$ cat src/rtl/serializer_sequencer.sv
// Control sequencer for the vector serializer: accepts a batch of SIZE-element vectors from a
// valid/ready producer, strobes the serializer load and tags each serial element with indices.
module serializer_sequencer #(
  parameter int unsigned SIZE      = 8,
  parameter int unsigned VEC_CNT_W = 16,
  localparam int unsigned IDX_W    = (SIZE > 1) ? $clog2(SIZE) : 1
) (
  input  logic                 clk,
  input  logic                 rst_n,
  input  logic                 start,
  input  logic [VEC_CNT_W-1:0] cfg_num_vectors,
  input  logic                 abort,
  input  logic                 in_valid,
  output logic                 in_ready,
  output logic                 serializer_update,
  output logic                 out_valid,
  output logic                 out_first,
  output logic                 out_last,
  output logic [IDX_W-1:0]     elem_idx,
  output logic [VEC_CNT_W-1:0] vec_idx,
  output logic                 busy,
  output logic                 done
);

  typedef enum logic [1:0] {StIdle, StArmed, StShift, StDone} state_e;

  localparam logic [IDX_W-1:0] LastElem = IDX_W'(SIZE - 1);

  state_e               state_q;
  logic [IDX_W-1:0]     elem_cnt_q;
  logic [VEC_CNT_W-1:0] vec_cnt_q;
  logic [VEC_CNT_W-1:0] num_vec_q;
  logic [VEC_CNT_W-1:0] vec_cnt_inc;
  logic                 elem_last;

  assign vec_cnt_inc = vec_cnt_q + VEC_CNT_W'(1);
  assign elem_last   = (elem_cnt_q == LastElem);

  always_ff @(posedge clk or negedge rst_n) begin
    if (!rst_n) begin
      state_q    <= StIdle;
      elem_cnt_q <= '0;
      vec_cnt_q  <= '0;
      num_vec_q  <= '0;
    end else if (abort) begin
      state_q    <= StIdle;
      elem_cnt_q <= '0;
      vec_cnt_q  <= '0;
      num_vec_q  <= '0;
    end else begin
      case (state_q)
        StIdle: begin
          if (start) begin
            if (cfg_num_vectors == '0) begin
              state_q <= StDone;
            end else begin
              num_vec_q <= cfg_num_vectors;
              vec_cnt_q <= '0;
              state_q   <= StArmed;
            end
          end
        end
        StArmed: begin
          // in_ready is high here, so in_valid alone marks the load handshake
          if (in_valid) begin
            if (SIZE == 1) begin
              vec_cnt_q <= vec_cnt_inc;
              if (vec_cnt_inc == num_vec_q) state_q <= StDone;
            end else begin
              elem_cnt_q <= IDX_W'(1);
              state_q    <= StShift;
            end
          end
        end
        StShift: begin
          if (elem_last) begin
            elem_cnt_q <= '0;
            vec_cnt_q  <= vec_cnt_inc;
            state_q    <= (vec_cnt_inc == num_vec_q) ? StDone : StArmed;
          end else begin
            elem_cnt_q <= elem_cnt_q + IDX_W'(1);
          end
        end
        StDone: begin
          vec_cnt_q <= '0;
          num_vec_q <= '0;
          state_q   <= StIdle;
        end
        default: state_q <= StIdle;
      endcase
    end
  end

  assign in_ready          = (state_q == StArmed);
  assign serializer_update = in_valid & in_ready;
  assign busy              = (state_q != StIdle);
  assign done              = (state_q == StDone);

  always_comb begin
    out_valid = 1'b0;
    out_first = 1'b0;
    out_last  = 1'b0;
    elem_idx  = '0;
    vec_idx   = '0;
    case (state_q)
      StArmed: begin
        // element 0 appears on serial_out in the same cycle as the load
        out_valid = in_valid;
        out_first = in_valid;
        out_last  = in_valid && (SIZE == 1);
        vec_idx   = vec_cnt_q;
      end
      StShift: begin
        out_valid = 1'b1;
        out_last  = elem_last;
        elem_idx  = elem_cnt_q;
        vec_idx   = vec_cnt_q;
      end
      default: ;
    endcase
  end

endmodule

$ cat config.mk
export PLATFORM = sky130hd
export DESIGN_NAME = serializer_sequencer
export DESIGN_NICKNAME = d
export VERILOG_FILES = /design/src/rtl/serializer_sequencer.sv
export SDC_FILE = /design/constraint.sdc
export NUM_CORES = 1
export LEC_CHECK = 0
export CORE_MARGIN = 4
export CORE_UTILIZATION = 41
export CTS_CLUSTER_DIAMETER = 200
export CTS_CLUSTER_SIZE = 14
export DETAILED_ROUTE_END_ITERATION = 8
export PLACE_DENSITY = 0.72
export RECOVER_POWER = 50
export SKIP_LAST_GASP = 1
export SYNTH_ARGS = -nofsm -noshare
export SYNTH_HDL_FRONTEND = slang
export SYNTH_SLANG_ARGS = --single-unit
$ cat constraint.sdc
create_clock -name clk -period 2 [get_ports clk]
set_input_delay 0.4 -clock clk [delete_from_list [all_inputs] [get_ports clk]]
set_output_delay 0.4 -clock clk [all_outputs]
set_load 0.01 [all_outputs]
==> results of run 1 <==
layer usage:
metal / track usage / up-vias / routed length, microns
met2: 0.320 / 109 / 3320
met3: 0.0435 / 17 / 546
li1: - / 1194 / -
met5: 0 / - / 0
met1: 0.247 / 1171 / 3070
met4: 0.0666 / 0 / 135
registers in the layout (all words and copies together) (netlist names):
signal      cells
state_q         2
num_vec_q      16
elem_cnt_q      3
vec_cnt_q      16
path summary, 6_finish.rpt:
kind	start	end	slack, ns	cells past startpoint
max in group asynchronous	rst_n	vec_cnt_q[3]$_DFFE_PN0P_	0.60	2
worst min-delay path	cfg_num_vectors[13]	num_vec_q[13]$_DFFE_PN0P_	0.42	3
worst max register to register	state_q[1]$_DFFE_PN0P_	vec_cnt_q[6]$_DFFE_PN0P_	0.03	8
worst min register to register	num_vec_q[1]$_DFFE_PN0P_	num_vec_q[1]$_DFFE_PN0P_	0.50	2
worst max-delay path	cfg_num_vectors[5]	vec_cnt_q[6]$_DFFE_PN0P_	0.01	8
min in group asynchronous	rst_n	elem_cnt_q[1]$_DFFE_PN0P_	0.77	2
timing repair:
action                                  in CTS  in global routing
hold buffers                                 0                  0
resized for setup                           37                 59
buffers inserted                             7                  4
gates cloned                                 2                  0
endpoints found under the setup margin      57                 52
pin swaps                                    6                  9
power by group through the flow:
stage	Combinational, uW	Sequential, uW	Clock, uW
floorplan	564	912	0
global placement	1050	920	0
finish	1220	902	521
global route	1340	920	573
detailed placement	1070	924	0
CTS	1200	904	527
synthesized netlist by cell type (2+ instances only):
| master | n | area, sq um |
|---|---|---|
| nand4_1 | 4 | 25.0 |
| clkbuf_8 | 2 | 27.5 |
| o21a_1 | 2 | 15.0 |
| and2_2 | 2 | 15.0 |
| o41ai_1 | 4 | 35.0 |
| o31ai_1 | 12 | 90.1 |
| buf_6 | 4 | 45.0 |
| and2_1 | 25 | 156 |
| nor2_1 | 13 | 48.8 |
| dfrtp_1 | 37 | 926 |
| buf_2 | 6 | 30.0 |
| nor3b_1 | 2 | 15.0 |
| nand2_1 | 41 | 154 |
| clkbuf_1 | 5 | 18.8 |
| nand3_1 | 7 | 35.0 |
| a31oi_1 | 3 | 18.8 |
| nor2_2 | 2 | 12.5 |
| o21ai_1 | 4 | 20.0 |
| a21o_1 | 2 | 15.0 |
| mux2i_1 | 2 | 20.0 |
| o21ai_0 | 34 | 170 |
| inv_1 | 6 | 22.5 |
| xnor2_1 | 15 | 131 |
| ha_1 | 7 | 87.6 |
| xor2_1 | 6 | 52.6 |
| nand2b_1 | 4 | 25.0 |
| nor4_1 | 4 | 25.0 |
| and3_1 | 2 | 12.5 |
| a2111oi_2 | 2 | 30.0 |
| a21oi_1 | 8 | 40.0 |
final cells by class:
class	instances	area [sq um]	area share
Clock buffer	6	72.6	0.0201
Clock inverter	2	10.0	0.00277
Inverter	7	26.3	0.00727
Multi-Input combinational cell	231	1630	0.451
Sequential cell	37	931	0.258
Tap cell	75	93.8	0.0260
Timing Repair Buffer	94	850	0.235
per-stage QoR:
stage	total power, uW	instance area [sq um]	util	hold WS, ns
CTS	2640	3490	0.583	0.504
detailed placement	1990	3300	0.551	0.490
finish	2640	3610	0.603	0.417
floorplan	1480	2560	-	0.104
global route	2830	3610	0.603	0.431
global placement	1970	3300	0.551	0.481
cells by family after synthesis:
family,after synthesis,share of synthesized area
and+or+nand+nor,117,0.251
AOI/OAI and AO/OA,82,0.208
DFF,37,0.362
buffers and inverters,25,0.0606
xor gates and xnor gates,21,0.0719
adders and majority gates,7,0.0342
muxes,3,0.0122
worst max-delay path, delay by kind of cell:
| family | cells | cell delay, ns |
|---|---|---|
| simple gates | 4 | 0.83 |
| buf+inv | 2 | 0.62 |
| compound gates | 2 | 0.31 |
==> run metrics, run 1 <==
Mapped Area approximately 0.0026 sq mm; Initial DRC Count 238; H-tree depth 2; diode count 0; fin cells 452; Synth Register Bits 37; Core ar. 0.00599 sq mm; commonest cells after routing, fill and taps aside nand2_1 (41), buf_4 (37), dfrtp_1 (33); clk buf depth 2; Setup WS post-layout approximately 0.011 ns; most common cell after layout, fill and taps aside nand2_1; max-cap violation count 0; Clk pin slew, worst setup/hold paths 0.08 ns; Root Buffer Master clkbuf_8; Worst EP required around 2.2 ns; Critical Path, Cell by Cell clkdlybuf4s50_1, nor4_2, nand4_1, buf_6, nor2_4, o21ba_4, nand2b_4, o31ai_1; Top Ports 47; die width 87 microns; TritonCTS clock tree yes; PD cells between 700 and 800 mW/mm^2; Layout Nets roughly 400; Pleak between 0.0015 and 0.002 uW; status complete, no violations; syn_nets 320; EDFF count, synth 0; antenna-violating nets left 0; Max Fclk a little over 0.5 GHz; Port Buffer Count 46; total global routing overflow 0; number of fill cells between 500 and 600; Post-route DRC 0; worst slew pin tran 0.932 ns; placed cells between 400 and 500; worst-case vdd ir drop between 0.3 and 0.4 mV; vias 2491; fraction of layout cells with a size suffix above 1 0.268; gp weighted congestion a little under 0.9; CTS sink cnt 37; TritonCTS Buffers 5; combinational share of power 0.461; commonest register cell after synthesis dfrtp_1; drt first pass iters 5; Clock power frac 0.197; CP Class in -> reg; initial antenna violation count 0; switching power share of the total 0.366; Chip Height just under 90 microns; global-route usage over all layers 0.193; fraction of registers with async set/reset 1.00; Site Rows 28; crit path capture type flop; via/cell ratio 5.51; minimum clock period slightly below 2 ns; Worst path slowest cell clkdlybuf4s50_1; Reg power frac 0.341; worst skew pair latency 0.30 ns; Setup violations, final 0; Rel. slew slack 0.379; setup_tns 0 ns; post-synth cell types 55; die area between 0.007 and 0.008 sq mm; post-synthesis sequential area ratio 0.362; endpoints failing hold 0; syn_area_per_cell about 8.8 sq um; CP Data Arrival Time 2.16 ns; Critical Path Max Stage Delay 0.43 ns; WL final between 7000 and 8000 microns; Setup Skew between 0.01 and 0.015 ns; WL per Instance about 16 microns; Initial Util 0.427; Internal Power 1670 uW; Hold/Removal Path Class in -> reg; Critical Path Fanout Max 8; Worst setup SP type input port; Final Cycle Share 0.994; first-pass GRT wire length between 10000 and 15000 microns; pre-CTS setup slack -0.386 ns; synthesis warning total 0; RSZ-0062 raised after global routing yes; Synth Instances ~290; sw power approximately 970 uW; Area Growth Syn to Fin 41.2%; pin count of the biggest net entering global routing 38; vias in the first global route 2374; Post-DP HPWL just under 5000 microns; final slew viol count 0
Note: power is estimated with default switching activity, not from simulation.
==> run 2, diff against run 1 <==
Settings changed: HOLD_SLACK_MARGIN from default to 0.08.
==> results of run 2 <==
Same layout as run 1: the final DEF is identical, and so are final timing and power.
==> run 3, diff against run 2 <==
Settings changed: CORE_MARGIN 4 to 5, SLEW_MARGIN from default to 20.
==> run metrics, run 3 (synthesized netlist as in run 1, its figures left out) <==
via/cell ratio 5.52 (was 5.51); R2R depth 8 (unchanged); Top Ports 47 (unchanged); H-tree depth 2 (unchanged); RSZ-0062 raised after global routing yes (unchanged); Setup violations, final 0 (unchanged); placed cells 430 (was 431); TritonCTS Buffers 5 (unchanged); Port Buffer Count 46 (unchanged); Core ar. 0.00599 sq mm (unchanged); Multi-input gate area 0.00161 sq mm (was 0.00163 sq mm); fin cells 444 (was 452); fraction of layout cells with a size suffix above 1 0.230 (was 0.268); endpoints failing hold 0 (unchanged); total global routing overflow 0 (unchanged); PD cells 731 mW/mm^2 (about the same); status complete, no violations (unchanged); worst-case vdd ir drop 0.398 mV (was 0.386 mV); Worst setup SP type flop (was input port); first-pass GRT wire length 11400 microns (was 11500 microns); final slew viol count 0 (unchanged); Worst EP required 1.60 ns (was 2.17 ns); initial antenna violation count 0 (unchanged); Pleak 0.00168 uW (about the same); Initial DRC Count 199 (was 238); Max Fclk 0.513 GHz (was 0.503 GHz); Clk pin slew, worst setup/hold paths 0.07 ns (was 0.08 ns); TritonCTS clock tree yes (unchanged); Reg area 928 sq um (was 931 sq um); Tot Pwr 2600 uW (was 2640 uW); Site Rows 28 (unchanged); diode count 0 (unchanged); Setup Skew 0.00225 ns (was 0.0108 ns); gp weighted congestion 0.849 (was 0.866); vias in the first global route 2401 (was 2374); Hold/Removal Path Class in -> reg (unchanged); Chip Height 89 microns (was 87 microns); crit path capture type primary output (was flop); WL final 7200 microns (was 7070 microns); minimum clock period 1.95 ns (was 1.99 ns); worst skew pair latency 0.29 ns (was 0.30 ns); die area 0.00792 sq mm (was 0.00757 sq mm); commonest cells after routing, fill and taps aside nand2_1 (41), dfrtp_1 (35), buf_4 (33) (was nand2_1 (41), buf_4 (37), dfrtp_1 (33)); Post-DP Area 0.00329 sq mm (was 0.00330 sq mm); final instance area 0.00356 sq mm (was 0.00361 sq mm); pin count of the biggest net entering global routing 38 (unchanged); WL per Instance 16.2 microns (was 15.7 microns); Initial Util 0.427 (unchanged); Final Cycle Share 0.974 (was 0.994); CP Data Arrival Time 1.55 ns (was 2.16 ns); Post-route DRC 0 (unchanged); Root Buffer Master clkbuf_8 (unchanged); CTS sink cnt 37 (unchanged); Final Core Density 0.594 (was 0.603); CP Class reg -> out (was in -> reg); drt first pass iters 6 (was 5); most common cell after layout, fill and taps aside nand2_1 (unchanged); Layout Nets 396 (was 404); clk buf depth 2 (unchanged); Area Growth Syn to Fin 39.0% (was 41.2%); number of fill cells 537 (was 529); Post-DP HPWL 5030 microns (was 4910 microns); vias 2449 (was 2491); Critical Path Fanout Max 5 (was 8); pre-CTS setup slack -0.448 ns (was -0.386 ns); antenna-violating nets left 0 (unchanged); max-cap violation count 0 (unchanged); worst slew pin tran 0.950 ns (was 0.932 ns); Rel. slew slack 0.367 (was 0.379); Setup WS post-layout 0.0517 ns (was 0.0114 ns); global-route usage over all layers 0.183 (was 0.193); largest registers num_vec_q (16), vec_cnt_q (16), elem_cnt_q (3) (unchanged); Hold Path Depth 3 (unchanged); die width 89 microns (was 87 microns)
run 3: cell count changes in the layout (fill, tap and decap cells not counted), sizes merged:
cell / change
buf: -8
clkbuf: -3
clkdlybuf4s15: +5
clkdlybuf4s25: -1
clkdlybuf4s50: -7
clkinv: -2
dlygate4sd2: +2
dlymetal6s2s: +6
run 3: routing by layer:
layer,share of wire,global-route usage,up-vias
met5,0,0,-
met4,0.014,0.0379,0
met3,0.069,0.0369,17
met2,0.49,0.315,113
met1,0.43,0.238,1142
li1,-,-,1177
run 3: critical path: stages (launching register included):
cell,delay [ns]
dfrtp_1,0.38
inv_2,0.06
ha_4,0.16
inv_2,0.11
clkdlybuf4s50_1,0.55
run 3: area by class of cell:
class | count | share of cell area
sequential | 37 | 0.261
clock buffer | 8 | 0.0225
tap | 75 | 0.0264
multi-input combinational | 231 | 0.453
inverter | 7 | 0.00739
timing repair buffer | 86 | 0.230
run 3: power breakdown:
group | switching, uW | internal, uW
registers | 77.4 | 834
clock network | 268 | 248
logic | 601 | 571
total | 946 | 1650
run 3: per-stage QoR:
stage          setup TNS (ns)  hold slack (ns)
2_1_floorplan               0            0.104
3_3_place_gp           -13.04            0.483
3_5_place_dp           -13.98            0.494
4_1_cts                -0.644            0.510
5_1_grt              -0.00693            0.417
6_report                    0            0.399
run 3: path summary, 6_finish.rpt:
check | from | endpoint | slack (ns)
setup / recovery | state_q[1]$_DFFE_PN0P_ | busy | 0.05
hold / removal | cfg_num_vectors[6] | num_vec_q[6]$_DFFE_PN0P_ | 0.40
setup reg to reg | elem_cnt_q[0]$_DFFE_PN0P_ | vec_cnt_q[8]$_DFFE_PN0P_ | 0.09
hold reg to reg | num_vec_q[0]$_DFFE_PN0P_ | num_vec_q[0]$_DFFE_PN0P_ | 0.50
max in group asynchronous | rst_n | vec_cnt_q[2]$_DFFE_PN0P_ | 0.57
min in group asynchronous | rst_n | num_vec_q[10]$_DFFE_PN0P_ | 0.78
run 3: repair_timing:
item	CTS	global route
resized for setup	37	50
setup endpoints to repair	58	51
pin swaps	5	9
setup buffers	1	3
hold buffers	0	0
gates cloned	1	1
